--- config.mk ---
export PLATFORM = sky130hd
export DESIGN_NAME = data_cache
export DESIGN_NICKNAME = d
export VERILOG_FILES = /design/src/rtl/data_cache_pkg.sv /design/src/rtl/data_cache_line_array.sv /design/src/rtl/data_cache.sv
export SDC_FILE = /design/constraint.sdc
export NUM_CORES = 1
export LEC_CHECK = 0
export ABC_AREA = 1
export BUFFER_PORTS_ARGS = -buffer_cell sky130_fd_sc_hd__buf_2
export CAP_MARGIN = 10
export CORE_MARGIN = 2
export CORE_UTILIZATION = 30
export DETAILED_ROUTE_END_ITERATION = 10
export PLACE_DENSITY_LB_ADDON = 0.08
export RECOVER_POWER = 50
export SLEW_MARGIN = 20
export SYNTH_ARGS = -nofsm -noshare
export SYNTH_HDL_FRONTEND = slang
export SYNTH_SLANG_ARGS = --single-unit
--- constraint.sdc ---
create_clock -name CLK -period 7.1 [get_ports CLK]
set_clock_uncertainty 0.2 [all_clocks]
set_input_delay 0.71 -clock CLK [delete_from_list [all_inputs] [get_ports CLK]]
set_output_delay 0.71 -clock CLK [all_outputs]
set_load 0.02 [all_outputs]
--- src/rtl/data_cache_pkg.sv ---
// data_cache_pkg: shared types, address field widths and byte helpers for the data cache.
// Latency: none (types and pure functions only).
// Backpressure: not applicable.
package data_cache_pkg;

   localparam int CACHE_BLOCKS = 8;
   localparam int BLOCK_BYTES  = 4;
   localparam int ADDR_W       = 8;
   localparam int OFFSET_W     = $clog2(BLOCK_BYTES);
   localparam int INDEX_W      = $clog2(CACHE_BLOCKS);
   localparam int TAG_W        = ADDR_W - INDEX_W - OFFSET_W;
   localparam int BLOCK_W      = 32;
   localparam int MEM_ADDR_W   = TAG_W + INDEX_W;

   typedef enum logic [1:0] {
      IDLE      = 2'b00,
      WRITEBACK = 2'b01,
      FETCH     = 2'b10
   } state_t;

   // Little-endian byte extract: offset n lives in bits [8n+7:8n].
   function automatic logic [7:0] get_byte(input logic [BLOCK_W-1:0] blk,
                                           input logic [OFFSET_W-1:0] off);
      return blk[{off, 3'b000} +: 8];
   endfunction

endpackage

--- src/rtl/data_cache_line_array.sv ---
// data_cache_line_array: per-line valid/dirty/tag/data storage with byte write and block fill.
// Latency: reads are combinational; writes and fills take effect at the rising edge.
// Backpressure: none; the controller guarantees byte write and fill never coincide.
module data_cache_line_array
   import data_cache_pkg::*;
(
   input  logic                clk,
   input  logic                rst_n,
   input  logic [INDEX_W-1:0]  idx,
   input  logic                wr_en,
   input  logic [OFFSET_W-1:0] wr_off,
   input  logic [7:0]          wr_byte,
   input  logic                fill_en,
   input  logic [TAG_W-1:0]    fill_tag,
   input  logic [BLOCK_W-1:0]  fill_data,
   output logic                valid,
   output logic                dirty,
   output logic [TAG_W-1:0]    tag,
   output logic [BLOCK_W-1:0]  data
);

   logic [CACHE_BLOCKS-1:0] valid_q;
   logic [CACHE_BLOCKS-1:0] dirty_q;
   logic [TAG_W-1:0]        tag_q  [CACHE_BLOCKS];
   logic [BLOCK_W-1:0]      data_q [CACHE_BLOCKS];

   // Status bits clear asynchronously; a fill makes the line clean, a byte store dirties it.
   always_ff @(posedge clk or negedge rst_n) begin
      if (!rst_n) begin
         valid_q <= '0;
         dirty_q <= '0;
      end else if (fill_en) begin
         valid_q[idx] <= 1'b1;
         dirty_q[idx] <= 1'b0;
      end else if (wr_en) begin
         dirty_q[idx] <= 1'b1;
      end
   end

   // Tag and data arrays carry no reset; stale contents are masked by valid.
   always_ff @(posedge clk) begin
      if (fill_en) begin
         tag_q[idx]  <= fill_tag;
         data_q[idx] <= fill_data;
      end else if (wr_en) begin
         data_q[idx][{wr_off, 3'b000} +: 8] <= wr_byte;
      end
   end

   // Combinational read of the addressed line.
   always_comb begin
      valid = valid_q[idx];
      dirty = dirty_q[idx];
      tag   = tag_q[idx];
      data  = data_q[idx];
   end

endmodule

--- src/rtl/data_cache.sv ---
// data_cache: direct-mapped write-back write-allocate byte cache in front of a 32-bit-block memory.
// Latency: hits return READDATA in the request cycle; misses add write-back (if dirty) plus fetch.
// Backpressure: BUSYWAIT stalls the CPU on a miss; MEM_BUSYWAIT stretches WRITEBACK and FETCH.
module data_cache
   import data_cache_pkg::*;
(
   input  logic                  CLK,
   input  logic                  RESET_N,
   input  logic                  READ,
   input  logic                  WRITE,
   input  logic [ADDR_W-1:0]     ADDRESS,
   input  logic [7:0]            WRITEDATA,
   output logic [7:0]            READDATA,
   output logic                  BUSYWAIT,
   output logic                  MEM_READ,
   output logic                  MEM_WRITE,
   output logic [MEM_ADDR_W-1:0] MEM_ADDRESS,
   output logic [BLOCK_W-1:0]    MEM_WRITEDATA,
   input  logic [BLOCK_W-1:0]    MEM_READDATA,
   input  logic                  MEM_BUSYWAIT
);

   state_t               state;
   state_t               next_state;
   logic                 armed;
   logic [TAG_W-1:0]     addr_tag;
   logic [INDEX_W-1:0]   addr_index;
   logic [OFFSET_W-1:0]  addr_offset;
   logic                 line_valid;
   logic                 line_dirty;
   logic [TAG_W-1:0]     line_tag;
   logic [BLOCK_W-1:0]   line_data;
   logic                 hit;
   logic                 idle_hit;
   logic                 req;
   logic                 mem_done;
   logic                 byte_wr;
   logic                 fill;

   assign addr_tag    = ADDRESS[ADDR_W-1 -: TAG_W];
   assign addr_index  = ADDRESS[OFFSET_W +: INDEX_W];
   assign addr_offset = ADDRESS[OFFSET_W-1:0];

   assign req      = READ | WRITE;
   assign hit      = line_valid & (line_tag == addr_tag);
   assign idle_hit = (state == IDLE) & hit;
   // The first edge in WRITEBACK/FETCH is ignored so memory may raise its busy one cycle late.
   assign mem_done = armed & ~MEM_BUSYWAIT;
   // WRITE wins when both strobes are high, so a combined request is handled as a store.
   assign byte_wr  = WRITE & idle_hit;
   assign fill     = (state == FETCH) & mem_done;

   data_cache_line_array u_lines (
      .clk       (CLK),
      .rst_n     (RESET_N),
      .idx       (addr_index),
      .wr_en     (byte_wr),
      .wr_off    (addr_offset),
      .wr_byte   (WRITEDATA),
      .fill_en   (fill),
      .fill_tag  (addr_tag),
      .fill_data (MEM_READDATA),
      .valid     (line_valid),
      .dirty     (line_dirty),
      .tag       (line_tag),
      .data      (line_data)
   );

   // State register; armed is high from the second cycle of a memory state onward.
   always_ff @(posedge CLK or negedge RESET_N) begin
      if (!RESET_N) begin
         state <= IDLE;
         armed <= 1'b0;
      end else begin
         state <= next_state;
         armed <= (state != IDLE) && (next_state == state);
      end
   end

   // Next state: dirty victims are written back before the fetch; a fill returns to IDLE to retry as a hit.
   always_comb begin
      next_state = state;
      case (state)
         IDLE: begin
            if (req && !hit) begin
               next_state = (line_valid && line_dirty) ? WRITEBACK : FETCH;
            end
         end
         WRITEBACK: begin
            if (mem_done) begin
               next_state = FETCH;
            end
         end
         FETCH: begin
            if (mem_done) begin
               next_state = IDLE;
            end
         end
         default: next_state = IDLE;
      endcase
   end

   // Outputs: memory strobes per state, CPU stall and gated read byte.
   always_comb begin
      MEM_READ      = 1'b0;
      MEM_WRITE     = 1'b0;
      MEM_ADDRESS   = '0;
      MEM_WRITEDATA = '0;
      READDATA      = idle_hit ? get_byte(line_data, addr_offset) : 8'h00;
      BUSYWAIT      = RESET_N & req & ~idle_hit;
      case (state)
         WRITEBACK: begin
            MEM_WRITE     = 1'b1;
            MEM_ADDRESS   = {line_tag, addr_index};
            MEM_WRITEDATA = line_data;
         end
         FETCH: begin
            MEM_READ    = 1'b1;
            MEM_ADDRESS = ADDRESS[ADDR_W-1:OFFSET_W];
         end
         default: ;
      endcase
   end

endmodule

Yosys cells after proc, flatten, opt, wreduce, memory -nomap -nowiden --
Memories as Yosys holds them, arrays and structs flattened. Cells that the tools add are included.
Word-level totals: bits in latches 0, RAM bits 280, flip-flop bits (word level) 19, memories 2, bits in read-only memories 0
Operators by class: div/mod/pow operators 0, order comparisons 2, multiplexer cells 55, reductions and logical operators 8, $mul 0, bitwise operators 46, shift operators 3, equal/unequal tests 4, add/sub/neg operators 1
Memories:
- u_lines.data_q | depth 8, width 32, read ports 1, clocked after Yosys merged registers in 0, write ports 1, line data_cache_line_array.sv:25 | logic [BLOCK_W-1:0] data_q [CACHE_BLOCKS];
- u_lines.tag_q | depth 8, width 3, read ports 1, clocked after Yosys merged registers in 0, write ports 1, line data_cache_line_array.sv:24 | logic [TAG_W-1:0] tag_q [CACHE_BLOCKS];
Operator list (number):
- $mux W32 | 2
- $mux W1 | 41
- $or A1 B1 Y1 | 33
- $shift A8 B7 Y32 const A | 1
- $shiftx A32 B6 Y8 | 1
- $shiftx A8 B7 Y32 | 1
- $mux W8 | 3
- $or A8 B8 Y8 | 2
- $pmux W6 S2 | 1
- $and A8 B8 Y8 | 1
- $mux W2 | 4
- $not A8 Y8 | 1
- $and A1 B1 Y1 | 7
- $neg A5 Y7 | 1
- $bmux W1 S3 | 2
- $pmux W2 S3 | 1
- $logic_and A1 B1 Y1 | 4
- $lt A3 B4 Y1 const B | 1
- $reduce_bool A2 Y1 | 2
- $demux W1 S3 | 1
- $eq A3 B3 Y1 | 1
- $ge A3 B1 Y1 const B | 1
- $eq A2 B1 Y1 const B | 1
- $eq A2 B2 Y1 | 1
- 4 further kinds | 5

Logic depth before layout (Yosys ltp) --
Gate-level depths: netlist (run 1).
depth in word-level cells 9, mapped depth 21, gate-level depth less buffers 20

Cells and area by module --
A second synthesis (run 1) with hierarchy kept.
Second synthesis, totals: cells, all modules 1551, area, all modules 13975.9 um^2
By module, submodules not included:
- data_cache_line_array | area each 13040.0 um^2, cells each 1352, instances 1
- data_cache | area each 935.9 um^2, cells each 199, instances 1

Worst setup path after synthesis (run 1) --
Ideal clock, no wire load.
path type input-to-output, start input port ADDRESS[2], end output port READDATA[2], arrival time 2377 ps, setup slack 3813 ps, buffers on the path 4, cell stages on the path 13, data required time 6190 ps, cell sequence buf_6 > inv_4 > buf_6 > nand2_1 > inv_1 > buf_2 > buf_1 > a22oi_1 > nand4_1 > inv_1 > nand2_1 > o211ai_1 > a21oi_1
Between the ends: cells in the longest elaborated chain, start to end 5
Ends and longest elaborated chain:
- from (decl) | line data_cache.sv:11 | input logic [ADDR_W-1:0] ADDRESS,
- parallel branches: the longest is 4 deep, another holds $mem_v2 Z8 W32
- $mux W8 (*) | line data_cache.sv:109 | READDATA = idle_hit ? get_byte(line_data, addr_offset) : 8'h00;
- to (decl) | line data_cache.sv:13 | output logic [7:0] READDATA,
Every way passes the cells marked *. The select of a mux whose other input is x is not followed.

Worst setup path after layout (run 1) --
start input port ADDRESS[2], end output port READDATA[1]
Same word-level chain as after synthesis.

==> results of run 1 <==
==> power by group through the flow <==
stage	Sequential (mW)	Combinational, mW	Clock, mW
6_report	2.00	0.530	1.78
5_1_grt	2.00	0.584	1.89
4_1_cts	2.00	0.550	1.81
3_5_place_dp	2.04	0.547	0
3_3_place_gp	2.04	0.548	0
2_1_floorplan	2.03	0.336	0
==> area by class of cell <==
cell class | instances | share of cell area
clock inverters | 13 | 0.00898
inverters | 96 | 0.0247
repair buffers | 115 | 0.0402
well taps | 539 | 0.0457
clock buffers | 48 | 0.0668
multi-input cells | 595 | 0.212
flip-flops and latches | 299 | 0.601
==> through the flow <==
stage | hold WS [ns] | setup WS [ns] | std cells | cell area (µm²) | power (mW)
after detailed placement | 0.248 | 2.05 | 1643 | 13800 | 2.58
after global placement | 0.243 | 2.05 | 1643 | 13800 | 2.59
after floorplan | 0.214 | 3.81 | 1039 | 12800 | 2.37
final | 0.260 | 1.32 | 1705 | 14800 | 4.31
after global routing | 0.293 | 1.17 | 1705 | 14800 | 4.47
after CTS | 0.263 | 2.05 | 1705 | 14900 | 4.36
==> kinds of logic (layout without fill, tap and decap cells) <==
logic type / after synthesis / after routing
AND/OR/NAND/NOR: 396 / 396
flip-flops: 299 / 299
AO/OA/AOI/OAI: 190 / 190
adder cells (fa/ha/maj): 9 / 9
buffers and inverters: 145 / 272
==> cell usage in the layout (no fill, tap or decap), types with 7 or more instances in the layout <==
cell type,n
edfxtp_1,280
nand2_1,219
buf_2,89
nor2_1,87
inv_1,85
nand3_1,45
o21ai_0,40
clkbuf_16,37
a221oi_1,35
a22o_1,29
a22oi_1,28
nand4_1,23
a21oi_1,23
clkbuf_1,22
dfrtp_1,19
buf_4,12
o211ai_1,11
ha_1,9
o22ai_1,7
==> registers in the layout, indices dropped and copies added, names as in the netlist, named ones only <==
name	count
u_lines.data_q	256
u_lines.tag_q	24
u_lines.valid_q	8
state	2
armed	1
==> per-layer routing <==
layer  up-vias  part of all wire  GRT usage  routed length (µm)
met2       252              0.47      0.319               20100
met3        64             0.046     0.0255                1980
met5         -                 0          0                   0
met1      4445              0.46      0.268               19600
li1       3947                 -          -                   -
met4         0             0.026     0.0537                1110
==> worst register-to-register path, cell delays in order, from the launching register on <==
cell,delay (ns)
dfrtp_1,0.40
inv_1,0.12
ha_1,0.30
nand2_1,0.11
clkbuf_1,0.90
nand3_1,0.55
clkinvlp_2,0.36
nand2_1,0.47
nand2_1,0.18
inv_1,0.16
nor2_1,0.91
==> worst paths after layout <==
path | from | slack (ns) | cells after the start | endpoint
setup / recovery | ADDRESS[2] | 1.32 | 11 | READDATA[1]
hold / removal | u_lines.valid_q[4] | 0.26 | 2 | u_lines.valid_q[4]
setup reg to reg | state[0] | 2.04 | 10 | u_lines.data_q[3][22]
hold reg to reg | u_lines.valid_q[4] | 0.26 | 2 | u_lines.valid_q[4]
max in group asynchronous | RESET_N | 5.13 | 2 | state[1]
min in group asynchronous | RESET_N | 0.79 | 2 | u_lines.valid_q[7]
==> flow_metrics.tcl, run 1 <==
set metrics [dict create \
    worst_slew_pin_slew_ns 1.31 \
    nets 1205 \
    first_pass_iters 5 \
    gp_congestion 0.752 \
    cts_hold_buffers 1 \
    cts-root-buf "clkbuf_16" \
    route.detailed.drc 0 \
    power_density_nw_per_um2 292 \
    rows 75 \
    core_area_um2 42000 \
    synth_fp_nets 1101 \
    io_pins 102 \
    synth_top_flop_cell "edfxtp_1" \
    ir_drop_mv 0.151 \
    leakage_nw 5.48 \
    yosysMostFrequentCell "edfxtp_1" \
    grt_pass1_wl_um 61300 \
    setup_viol 0 \
    worst_ep_arrival_time_ns 4.87 \
    critPathRequiredTime_ns 6.19 \
    critPathMaxStageDelay_ns 0.93 \
    syn_area_um2 12800 \
    clk_path_buf_depth 3 \
    p_sw_frac 0.263 \
    fmax_ghz 0.173 \
    power_frac_comb 0.123 \
    wire_per_inst_um 25.1 \
    cts_max_level 2 \
    initialDrtViolationCount 688 \
    cts-resized-gates 0 \
    die-area_um2 44300 \
    drv_slew 0 \
    syn-mean-instance-area_um2 12.3 \
    grt.overflow.total 0 \
    cts_sinks 299 \
    crit_family "buffers and inverters" \
    crit_chain "clkbuf_1 > inv_4 > nand2_1 > inv_1 > buf_4 > a22o_1 > a21oi_1 > nand4_1 > o211ai_1 > a21oi_1 > buf_2" \
    ys_top_cells_by_count "280 x edfxtp_1, 214 x nand2_1, 88 x nor2_1" \
    critPathKind "in -> out" \
    finalCriticalPeriod_ns 5.78 \
    portBuffers 101 \
    die_w_um 211 \
    register_area_um2 8880 \
    hp-class "reg -> reg" \
    status "finished, final reports clean" \
    synth_compound_area_frac 0.113 \
    critPathLaunchType "primary input" \
    intPower_mw 3.17 \
    rsz0062_at_grt "false" \
    end_kind "output port" \
    layout-drive-gt1-share 0.154 \
    synthDistinctLibCells 42 \
    synth_cells 1039 \
    finalCritPeriodShare 0.814 \
    antenna_left 0 \
    yosys_warnings 0 \
    power_switching_mw 1.13 \
    sequentialPowerShare 0.464 \
    synth_top_family_by_area "simple AND/OR/NAND/NOR gates" \
    yosysTopAreaCellShare 0.657 \
    grt_max_degree 38 \
    routed_via_density 5.11 \
    area_delta_synth_final_pct 15.5 \
    synthMuxAreaShare 0 \
    grt_pass1_vias 8773 \
    worst-path-buf-inv 5 \
    fin_setup_tns_ns 0 \
    crit_fanout 27 \
    cpMostUsedCell "a21oi_1" \
    synth_xor_area_frac 0 \
    synth_edf_count 280 \
    synth_fa_ha_area_frac 0.00880 \
    synthSimpleGateAreaFrac 0.134 \
    die_h_um 211 \
    ys_seq_area_frac 0.694 \
    cts_buffers 36 \
    routed_wl_um 42800 \
    finalHoldViolCount 0 \
    antenna_found_initial 0 \
    final_util 0.351 \
    maxCapViolCount 0 \
    multi_input_area_um2 3130 \
    path_clk_slew_ns 0.06 \
    clk_latency_ns 0.53 \
    yosys_register_bits 299 \
    start_util 0.304 \
    cts_tree "yes" \
    post_cts_buffers 0 \
    synth.largest_area_cell "edfxtp_1" \
    fill_cells 4199 \
    slowest_stage "clkbuf_1" \
    vias 8708 \
    n_antenna_cell 0 \
    grtUsageTotal 0.193 \
    synth_area_leaders "edfxtp_1 66%, nand2_1 6.3%, dfrtp_1 3.7%, nor2_1 2.6%, inv_1 2.4%" \
    power_frac_clock 0.412 \
    synthArstFlopShare 0.0635 \
    maxSlewHeadroom 0.126 \
    hpwl_um 27600 \
]
(Power assumes the default switching activity.)
==> run 2: changes to the inputs <==
--- a/config.mk
+++ b/config.mk
@@ -5,7 +5,7 @@
 export SDC_FILE = /design/constraint.sdc
 export NUM_CORES = 1
 export LEC_CHECK = 0
-export ABC_AREA = 1
+export ABC_AREA = 0
 export BUFFER_PORTS_ARGS = -buffer_cell sky130_fd_sc_hd__buf_2
 export CAP_MARGIN = 10
 export CORE_MARGIN = 2
==> constraint.sdc (replaced) <==
create_clock -name CLK -period 5.75 [get_ports CLK]
set_clock_uncertainty 0.2 [all_clocks]
set_input_delay 0.575 -clock CLK [delete_from_list [all_inputs] [get_ports CLK]]
set_output_delay 0.575 -clock CLK [all_outputs]
set_load 0.02 [all_outputs]
==> run 2 against run 1 <==
Against the previous run: the run now ends with capacitance limit, slew limit left; first-iteration DRC count rose by 6.3%; register-to-register slack got worse by 0.48 ns; combinational power rose by 25%; setup slack got worse by 0.35 ns; critical path depth fell by 1; count of clock-buffer cells in the layout fell by 6; worst hold slack improved by 0.0052 ns; via count fell by 5.1%; largest cell class unchanged; largest power group unchanged.
==> flow_metrics.tcl, run 2 <==
set metrics [dict create \
    rsz0062_at_grt "false" \
    critPathMaxStageDelay_ns 0.80 \
    yosysTopAreaCellShare 0.635 \
    cts_max_level 2 \
    final_cell_mix "280 x edfxtp_1, 77 x buf_2, 65 x nand2_1" \
    maxSlewHeadroom -0.415 \
    multi_input_area_um2 3900 \
    yosysMostFrequentCell "edfxtp_1" \
    grt_max_degree 40 \
    end_kind "output port" \
    violations "capacitance limit, slew limit" \
    fmax_ghz 0.209 \
    ir_drop_mv 0.149 \
    synth_cells 856 \
    status "finished with violations" \
    yosys_warnings 0 \
    n_antenna_cell 0 \
    fill_cells 4209 \
    register_area_um2 8880 \
    fin_setup_tns_ns 0 \
    vias 8268 \
    maxCapViolCount 2 \
    synth_edf_count 280 \
    grt.overflow.total 0 \
    grt_pass1_vias 8469 \
    synthSimpleGateAreaFrac 0.0777 \
    leakage_nw 5.62 \
    core_area_um2 43300 \
    syn_area_um2 13200 \
    power_density_nw_per_um2 342 \
    synth.largest_area_cell "edfxtp_1" \
    synth_fa_ha_area_frac 0.00851 \
    nets 1064 \
    die_h_um 214 \
    die-area_um2 45800 \
    cts_sinks 299 \
    first_pass_iters 5 \
    finalCritPeriodShare 0.832 \
    worst_ep_arrival_time_ns 4.01 \
    synth_top_flop_cell "edfxtp_1" \
    grt_pass1_wl_um 63200 \
    routed_wl_um 44500 \
    route.detailed.drc 0 \
    synth_compound_area_frac 0.0856 \
    die_w_um 214 \
    cpMostUsedCell "buf_4" \
    path_clk_slew_ns 0.06 \
    largest-register "u_lines.data_q" \
    initialDrtViolationCount 731 \
    layout_commonest_cell "edfxtp_1" \
    synth_area_leaders "edfxtp_1 64%, mux4_2 5.8%, mux2i_1 4.8%, dfrtp_1 3.6%, a221oi_1 2.3%" \
    io_pins 102 \
    final_area_um2 15500 \
    synthDistinctLibCells 58 \
    place_area_um2 14600 \
    layout-drive-gt1-share 0.235 \
    synth_top_family_by_area "multiplexers" \
    antenna_left 0 \
    largest_reg_flops 256 \
    slowest_stage "nand3_1" \
    finalHoldViolCount 0 \
    grtUsageTotal 0.194 \
    synthArstFlopShare 0.0635 \
    synth_xor_area_frac 0.000662 \
    wire_per_inst_um 27.6 \
    start_util 0.306 \
    critPathLaunchType "primary input" \
    routed_via_density 5.13 \
    crit_fanout 38 \
    reg_top3 "u_lines.data_q: 256 flops, u_lines.tag_q: 24 flops, u_lines.valid_q: 8 flops" \
    cts_tree "yes" \
    cts_buffers 35 \
    clk_latency_ns 0.54 \
    syn-mean-instance-area_um2 15.5 \
    gp_congestion 0.785 \
    hp-class "reg -> reg" \
    rows 76 \
    worst_slew_pin_slew_ns 2.12 \
    hpwl_um 30100 \
    post_cts_buffers 0 \
    area_delta_synth_final_pct 17.5 \
    clk_path_buf_depth 3 \
    ys_top_cells_by_count "280 x edfxtp_1, 65 x nand2_1, 63 x mux2i_1" \
    drv_slew 78 \
    yosys_register_bits 299 \
    finalCriticalPeriod_ns 4.78 \
    cts-root-buf "clkbuf_16" \
    ys_seq_area_frac 0.671 \
    portBuffers 101 \
    cts-resized-gates 0 \
    critPathRequiredTime_ns 4.97 \
    synth_fp_nets 918 \
    crit_chain "buf_4 > buf_4 > nor2_4 > a22oi_4 > a21oi_2 > nor4_4 > buf_4 > nand3_1 > and2b_1 > buf_2" \
    setup_viol 0 \
    synthMuxAreaShare 0.125 \
    cts_hold_buffers 1 \
    antenna_found_initial 2 \
    critPathKind "in -> out" \
    rrSetupSlack_ns 1.56 \
]
[run 2: cell count changes after synthesis, moves of 22 or more]
cell and change:
nand2_1 -149, mux2i_1 +63, nor2_1 -60, inv_1 -46
nand3_1 -42, mux4_2 +34, o21ai_2 -32, nor2b_1 +27
mux2_2 +22, nand4_1 -22
[run 2: area by class of cell]
| cell class | instances | area share |
|---|---|---|
| Timing Repair Buffer | 156 | 0.0510 |
| Clock buffer | 42 | 0.0580 |
| Clock inverter | 20 | 0.0121 |
| Inverter | 40 | 0.00966 |
| Tap cell | 585 | 0.0471 |
| Sequential cell | 299 | 0.571 |
| Multi-Input combinational cell | 470 | 0.251 |
[run 2: report_power, final]
part	internal (mW)	total [mW]	switching [mW]
sequential	2.46	2.49	0.0316
combinational	0.220	0.663	0.443
clock	1.26	2.15	0.892
total	3.94	5.31	1.37
[run 2: path summary, 6_finish.rpt]
path	start	to	cells after the start
worst min register to register	u_lines.valid_q[1]	u_lines.valid_q[1]	1
worst min-delay path	u_lines.valid_q[1]	u_lines.valid_q[1]	1
worst max-delay path	ADDRESS[4]	READDATA[4]	10
max in group asynchronous	RESET_N	u_lines.valid_q[5]	2
min in group asynchronous	RESET_N	u_lines.valid_q[2]	2
worst max register to register	u_lines.tag_q[7][0]	u_lines.data_q[7][9]	7
[run 2: cells by family (layout without fill, tap and decap cells)]
family | after synthesis | in the layout
DFF | 299 | 299
and+or+nand+nor | 186 | 186
AOI/OAI and AO/OA | 154 | 154
muxes | 120 | 120
buffers and inverters | 87 | 258
adders and majority gates | 9 | 9
xor gates and xnor gates | 1 | 1
[run 2: layer usage]
metal  part of all wire  track usage
met3              0.074       0.0475
met2               0.45        0.299
met1               0.46        0.273
met4              0.017       0.0527
met5            0.00029            0
[run 2: metrics by stage]
step	instances	setup slack, ns	hold slack, ns	power [mW]	util
2_1_floorplan	856	2.23	0.0794	2.95	-
3_3_place_gp	1549	1.24	0.252	3.23	0.338
3_5_place_dp	1549	1.19	0.248	3.23	0.338
4_1_cts	1612	1.17	0.171	5.39	0.364
5_1_grt	1612	0.834	0.292	5.50	0.359
6_report	1612	0.969	0.265	5.31	0.359
[run 2: worst max-delay path, delay by kind of cell]
family,cells,cell delay [ns]
AOI/OAI and AO/OA,2,0.34
and+or+nand+nor,4,1.79
buffers and inverters,4,1.25
